`src/rtl/eth_tx_frame_sequencer.sv`:
```
// eth_tx_frame_sequencer: emits preamble, SFD, 14-byte header and payload
// (optionally padded) one byte per out handshake, then holds an inter-frame gap.
// Ports: clk, rst_n; start/hdr request; pay_* payload in (valid/ready);
// out_* frame byte out (valid/ready) with crc_en/last flags; busy,
// frame_done, err_oversize status.
// Build option: define ETH_MIN_PAD_EN to pad short payloads to MIN_PAYLOAD.
module eth_tx_frame_sequencer #(
    parameter int PREAMBLE_BYTES = 7,
    parameter int IFG_BYTES      = 12,
    parameter int MAX_PAYLOAD    = 1500,
    parameter int MIN_PAYLOAD    = 46
) (
    input  logic         clk,
    input  logic         rst_n,
    input  logic         start,
    input  logic [111:0] hdr,
    input  logic [7:0]   pay_data,
    input  logic         pay_valid,
    input  logic         pay_last,
    output logic         pay_ready,
    output logic [7:0]   out_data,
    output logic         out_valid,
    input  logic         out_ready,
    output logic         out_crc_en,
    output logic         out_last,
    output logic         busy,
    output logic         frame_done,
    output logic         err_oversize
);

`ifdef ETH_MIN_PAD_EN
    typedef enum logic [2:0] {
        S_IDLE, S_PRE, S_SFD, S_HDR, S_PAY, S_PAD, S_DRAIN, S_GAP
    } state_t;
`else
    typedef enum logic [2:0] {
        S_IDLE, S_PRE, S_SFD, S_HDR, S_PAY, S_DRAIN, S_GAP
    } state_t;
`endif

    localparam logic [10:0] PRE_LAST = 11'(PREAMBLE_BYTES - 1);
    localparam logic [10:0] HDR_LAST = 11'd13;
    localparam logic [10:0] IFG_LAST = 11'(IFG_BYTES - 1);
    localparam logic [10:0] MAX_LAST = 11'(MAX_PAYLOAD - 1);
`ifdef ETH_MIN_PAD_EN
    localparam logic [10:0] MIN_LAST = 11'(MIN_PAYLOAD - 1);
`endif

    state_t         state_q, state_d;
    logic [10:0]    cnt_q, cnt_d;
    logic [10:0]    pay_cnt_q, pay_cnt_d;
    logic [111:0]   hdr_q, hdr_d;
    logic           hs;
    logic           at_max;
    logic           need_pad;

    assign hs     = out_valid && out_ready;
    assign at_max = (pay_cnt_q == MAX_LAST);
    assign busy   = (state_q != S_IDLE);

`ifdef ETH_MIN_PAD_EN
    // Count excludes the current byte, so "< MIN-1" means the total stays short.
    assign need_pad = pay_last && (pay_cnt_q < MIN_LAST);
`else
    assign need_pad = 1'b0;
`endif

    always_comb begin
        state_d      = state_q;
        cnt_d        = cnt_q;
        pay_cnt_d    = pay_cnt_q;
        hdr_d        = hdr_q;
        out_data     = 8'h00;
        out_valid    = 1'b0;
        out_crc_en   = 1'b0;
        out_last     = 1'b0;
        pay_ready    = 1'b0;
        frame_done   = 1'b0;
        err_oversize = 1'b0;
        unique case (state_q)
            S_IDLE: begin
                if (start) begin
                    hdr_d     = hdr;
                    cnt_d     = '0;
                    pay_cnt_d = '0;
                    state_d   = S_PRE;
                end
            end
            S_PRE: begin
                out_data  = 8'h55;
                out_valid = 1'b1;
                if (hs) begin
                    if (cnt_q == PRE_LAST) begin
                        cnt_d   = '0;
                        state_d = S_SFD;
                    end else begin
                        cnt_d = cnt_q + 11'd1;
                    end
                end
            end
            S_SFD: begin
                out_data  = 8'hD5;
                out_valid = 1'b1;
                if (hs) state_d = S_HDR;
            end
            S_HDR: begin
                out_data   = hdr_q[{cnt_q[3:0], 3'b000} +: 8];
                out_valid  = 1'b1;
                out_crc_en = 1'b1;
                if (hs) begin
                    if (cnt_q == HDR_LAST) begin
                        cnt_d   = '0;
                        state_d = S_PAY;
                    end else begin
                        cnt_d = cnt_q + 11'd1;
                    end
                end
            end
            S_PAY: begin
                out_data     = pay_data;
                out_valid    = pay_valid;
                out_crc_en   = 1'b1;
                pay_ready    = hs;
                out_last     = pay_valid && ((pay_last && !need_pad) || at_max);
                err_oversize = hs && at_max && !pay_last;
                if (hs) begin
                    pay_cnt_d = pay_cnt_q + 11'd1;
                    if (pay_last) begin
                        cnt_d = '0;
`ifdef ETH_MIN_PAD_EN
                        state_d = need_pad ? S_PAD : S_GAP;
`else
                        state_d = S_GAP;
`endif
                    end else if (at_max) begin
                        state_d = S_DRAIN;
                    end
                end
            end
`ifdef ETH_MIN_PAD_EN
            S_PAD: begin
                out_valid  = 1'b1;
                out_crc_en = 1'b1;
                out_last   = (pay_cnt_q == MIN_LAST);
                if (hs) begin
                    pay_cnt_d = pay_cnt_q + 11'd1;
                    if (pay_cnt_q == MIN_LAST) begin
                        cnt_d   = '0;
                        state_d = S_GAP;
                    end
                end
            end
`endif
            S_DRAIN: begin
                // Discard the rest of an oversize payload.
                pay_ready = 1'b1;
                if (pay_valid && pay_last) begin
                    cnt_d   = '0;
                    state_d = S_GAP;
                end
            end
            S_GAP: begin
                if (out_ready) begin
                    if (cnt_q == IFG_LAST) begin
                        frame_done = 1'b1;
                        state_d    = S_IDLE;
                    end else begin
                        cnt_d = cnt_q + 11'd1;
                    end
                end
            end
            default: state_d = S_IDLE;
        endcase
    end

    always_ff @(posedge clk or negedge rst_n) begin
        if (!rst_n) begin
            state_q   <= S_IDLE;
            cnt_q     <= '0;
            pay_cnt_q <= '0;
            hdr_q     <= '0;
        end else begin
            state_q   <= state_d;
            cnt_q     <= cnt_d;
            pay_cnt_q <= pay_cnt_d;
            hdr_q     <= hdr_d;
        end
    end

endmodule
```
`config.mk`:
```
export PLATFORM = sky130hd
export DESIGN_NAME = eth_tx_frame_sequencer
export DESIGN_NICKNAME = d
export VERILOG_FILES = /design/src/rtl/eth_tx_frame_sequencer.sv
export SDC_FILE = /design/constraint.sdc
export NUM_CORES = 1
export LEC_CHECK = 0
export ABC_AREA = 1
export BUFFER_PORTS_ARGS = -buffer_cell sky130_fd_sc_hd__buf_2
export CORE_MARGIN = 4
export CORE_UTILIZATION = 40
export DETAILED_ROUTE_END_ITERATION = 10
export GPL_TIMING_DRIVEN = 0
export PLACE_DENSITY_LB_ADDON = 0.15
export SETUP_SLACK_MARGIN = 0.15
export SYNTH_ARGS = -nofsm -noshare
export SYNTH_HDL_FRONTEND = slang
export SYNTH_SLANG_ARGS = --single-unit
```
`constraint.sdc`:
```
create_clock -name clk -period 2.2 [get_ports clk]
set_clock_uncertainty 0.2 [all_clocks]
set_input_delay 0.22 -clock clk [delete_from_list [all_inputs] [get_ports clk]]
set_output_delay 0.22 -clock clk [all_outputs]
set_load 0.03 [all_outputs]
```
; After elaboration in Yosys (flattened, before gate mapping)
; Cells that the tools add are included.
; Widths: inputs -> output; s select.
[op_classes]
reduce_logical = 17
muxes = 35
n_eq_ne = 23
n_shift = 1
n_addsub = 2
[op_table]
columns = op, n
row1 = $mux 11, 11
row2 = $shiftx 112x8->8, 1
row3 = $pmux 11 s6, 1
row4 = $mux 3, 12
row5 = $pmux 8 s4, 1
row6 = $ne 2x2->1 const B, 12
row7 = $add 11x1->11 const B, 2
row8 = $eq 11x4->1 const B, 2
row9 = $pmux 11 s2, 1
row10 = $pmux 3 s7, 1
row11 = $eq 11x11->1 const B, 1
row12 = $eq 11x3->1 const B, 1
row13 = $reduce_and 11->1, 1
row14 = $eq 3x3->1 const B, 3
row15 = $reduce_and 9->1, 1
row16 = $eq 3x2->1 const B, 2
row17 = $mux 1, 6
row18 = $reduce_bool 6->1, 1
row19 = $logic_and 1x1->1, 5
row20 = $pmux 1 s2, 2
row21 = $eq 3x1->1 const B, 1
row22 = $logic_not 3->1, 1
row23 = $ne 3x3->1 const B, 1
row24 = $reduce_and 3->1, 1
row25 = 7 further kinds, 7
[word_totals]
word_cells = 82
input_bits = 126
output_inout_bits = 15
ff_bits = 137

; Depth between registers and ports, before layout
[logic_depth]
word_depth = 7
ltp_mapped = 12
mapped_depth_nobuf = 10

; Least setup slack after synthesis
; No wires, ideal clock.
[synth_timing]
path_kind = register to output
startpoint = reg pay_cnt_q[0]
endpoint = out err_oversize
path_buffers = 1
path_stages_with_launch = 7
arrival_time_ps = 1852
t_required_ps = 1780
setup_slack_ps = -72
path_cell_list = dfrtp_1 ha_1 clkbuf_1 nand2_1 nor4_1 nand4_1 nor3_1
[synth_via]
elab_chain_cells = 4
[synth_rtl]
columns = item, line
row1 = start: declaration, 51  ; logic [10:0] pay_cnt_q, pay_cnt_d;
row2 = start signal: assignment, 185  ; pay_cnt_q <= pay_cnt_d;
row3 = $eq 11x11->1, 58  ; assign at_max = (pay_cnt_q == MAX_LAST);
row4 = $logic_and 1x1->1 (2 in a row), 125  ; err_oversize = hs && at_max && !pay_last;
row5 = $mux 1, 80  ; unique case (state_q)
row6 = end: declaration, 28  ; output logic err_oversize
; Every way passes these cells.

; Final worst setup path
[layout_timing]
startpoint = reg cnt_q[0]
endpoint = out out_data[7]
[layout_via]
elab_chain_cells = 2
[layout_rtl]
columns = item, line
row1 = start: declaration, 50  ; logic [10:0] cnt_q, cnt_d;
row2 = start signal: assignment, 184  ; cnt_q <= cnt_d;
row3 = $shiftx 112x8->8, 107  ; out_data = hdr_q[{cnt_q[3:0], 3'b000} +: 8];
row4 = $pmux 8 s4, 80
row5 = end: declaration, 21  ; output logic [7:0] out_data,
; Every way passes these cells.

==> metrics.txt <==
outcome=finished with violations; violated checks=setup timing; Initial Util=40.94%; area of the die=~0.021 mm^2; Crit path max-delay family=simple AND/OR/NAND/NOR gates; Comb power frac=49.7%; DP HPWL=17010 um; Reg2Reg Setup Slack=between 0.1 and 0.15 ns; CP max stage cell=dfrtp_2; ant diodes=0; antenna violations before repair=0; total power=roughly 14000 uW; Pre-antenna DRT Iters=5; final setup fails=9; internal power=just over 8000 uW; Setup CP Type=reg2out; share of the clock period used by the worst path=114.7%; top post-synthesis cells by count=nand2_1 (529), dfrtp_1 (137), nor2_1 (116); RePlAce Congestion=a little over 0.9; vias per std cell=between 5 and 6; Syn. warnings=0; total gr overflow=0; Max Cap Viol=0; CTS Buf Count=17; register bit total from synthesis=137; Worst Setup EP=out_data[7]; vias=8195; first-pass GRT wire length=39870 um; number of nets with antenna violations after routing=0; switching pwr=6213 uW; CP Launch Point=cnt_q[0]; Final WS setup=-0.3234 ns; crit end category=output port; dpl ws=-0.5433 ns; fraction of layout cells with a size suffix above 1=26.19%; reg2reg start=cnt_q[0]; sequential power share=roughly 30%; Clock Power Share=20.5%; largest net degree at the start of global routing=97; Post-Syn Instances=around 1100; synth unique cells=31; htree depth=4; drt total wl=around 26000 um; Worst Hold Slack=around 0.074 ns; CTS tree=built; Syn Std Cell Area=between 0.007 and 0.008 mm^2; fmax=396.3 MHz; Nets=1522; Seq/Total Area, Yosys=46.30%; RSZ-0062 raised after global routing=yes; Area Overhead vs Synth=51.96%; reg2reg path depth=10; PwrDens=1272 mW/mm^2; vias in the first global route=about 8000; WP data required=approximately 1.8 ns; Switching Share=between 40% and 50%; Port Buf Inserts=140; r2r endpoint=cnt_q[3]; drt initial violations=674; Worst-path clk slew=~0.06 ns; Max IR drop VDD=~730 uV; final hold vios=0; core area=0.01809 mm^2; CP Depth=11; fin. max-slew vios=0; Critical Path, Cell by Cell=buf_12 -> buf_16 -> nor2_1 -> nor2_1 -> nand2_1 -> nand2_1 -> nand2_1 -> nand2_1 -> o21ai_2 -> nand3_1 -> buf_6; Syn Area/Cell=about 6.8 um^2; Crit Path Max Fanout=7; residual DRC count=0; Async S/R FF share, synth=between 90% and 100%; die width=144.1 um; Fillers=about 1600; Syn Nets=roughly 1200; top post-synthesis cells by area=dfrtp_1 (46%), nand2_1 (27%), nor2_1 (5.9%), o21ai_0 (5.0%), nand3_1 (3.3%); slew margin rel.=~62%; post-placement cell area=0.008436 mm^2; CTS max path bufs=2; worst skew pair latency=between 0.4 and 0.5 ns; Yosys top cell area share=around 46%; all-layer global routing usage=~25%; Die Y=~140 um; drt wl/cell=roughly 16 um; Clock Tree Root=clkbuf_16; Clock Sinks=about 140; I/O pins=between 100 and 150; Leakage=between 0.005 and 0.006 uW; cell taking the most area after synthesis=dfrtp_1; row cnt=49; most used cell along the critical path=nand2_1; worst hold path class=in2async; WP data arrival=2.10 ns; post-layout min period=around 2.5 ns; CP peak stage delay=0.47 ns; Buf/Inv on CP=3; most common flop cell mapped by yosys=dfrtp_1; Final Cell Area=0.01125 mm^2; EDFF count, synth=0; Least-Margin Pin Slew=about 0.56 ns; Util after Layout=just over 60%; Startpoint Class=register; most frequent cell after synthesis=nand2_1
metrics by stage:
stage                     setup TNS [ns]  instances
after floorplan                        0       1088
after global placement           -184.47       1457
after detailed placement          -6.640       1458
after CTS                         -2.238       1619
after global routing              -3.263       1634
final                             -2.447       1634
layout make-up:
class                           instances  area, um^2  share of cell area (%)
Multi-Input combinational cell        842        3965                   35.24
Sequential cell                       137        3436                   30.54
Clock buffer                           18       429.2                   3.814
Inverter                               58       234.0                   2.079
Clock inverter                         14       160.2                   1.423
Buffer                                 52       484.2                   4.303
Tap cell                              229       286.5                   2.546
Timing Repair Buffer                  284        2257                   20.06
cells by family after synthesis:
logic type | share of synthesized area [%]
simple gates | 39.32
compound gates | 7.452
buf+inv | 6.134
flops | 46.30
fa+ha+maj | 0.6759
xor+xnor | 0.1183
timing repair:
action,in CTS,in global routing
hold buffers,113,0
buffers inserted,13,11
endpoints found under the hold margin,160,0
endpoints found under the setup margin,86,87
pin swaps,19,36
gates resized for setup,146,151
gates cloned,3,4
layer usage:
layer  share of wire, %  track usage [%]  vias up
li1                   -                -     4023
met1                 42            32.67     3786
met2                 48            41.52      323
met3                6.7            6.052       63
met4                3.2            8.226        0
met5                  0                0        -
worst register-to-register path: stages, from the launching register on:
cell and delay, ns:
dfrtp_2 0.47, buf_6 0.15, ha_1 0.22, buf_6 0.14
nand3_1 0.09, nor2_2 0.06, nand3_2 0.08, nand3_4 0.10
nor2_4 0.19, buf_8 0.17, o21ai_1 0.08
power groups by stage:
stage / Clock [uW] / Combinational (uW) / Sequential [uW]
detailed placement: 0 / 5190 / 4190
global placement: 0 / 5130 / 4190
CTS: 2940 / 6150 / 4180
finish: 2930 / 7100 / 4270
floorplan: 0 / 3630 / 4010
global route: 3090 / 7800 / 4390
flip-flops by register name, indices dropped and copies added (netlist names):
name / flops
cnt_q: 11
hdr_q: 112
pay_cnt_q: 11
state_q: 3
worst min-delay path by stage:
stage / depth (start not counted) / from / end
6_report: 2 / rst_n / pay_cnt_q[6]
5_1_grt: 2 / rst_n / pay_cnt_q[7]
4_1_cts: 5 / pay_last / state_q[1]
3_5_place_dp: 1 / rst_n / pay_cnt_q[6]
3_3_place_gp: 3 / hdr[21] / hdr_q[21]
2_1_floorplan: 0 / rst_n / cnt_q[0]
layout by cell type, fill, tap and decap left out, types with 32 or more instances in the layout:
master | synthesis | layout
nand2_1 | 529 | 513
buf_2 | 15 | 132
dfrtp_1 | 137 | 131
dlygate4sd3_1 | 0 | 113
nor2_1 | 116 | 89
inv_1 | 51 | 43
nand3_1 | 49 | 42
o21ai_0 | 74 | 39
buf_6 | 2 | 32
No activity file was read; power rests on OpenSTA's default activity.
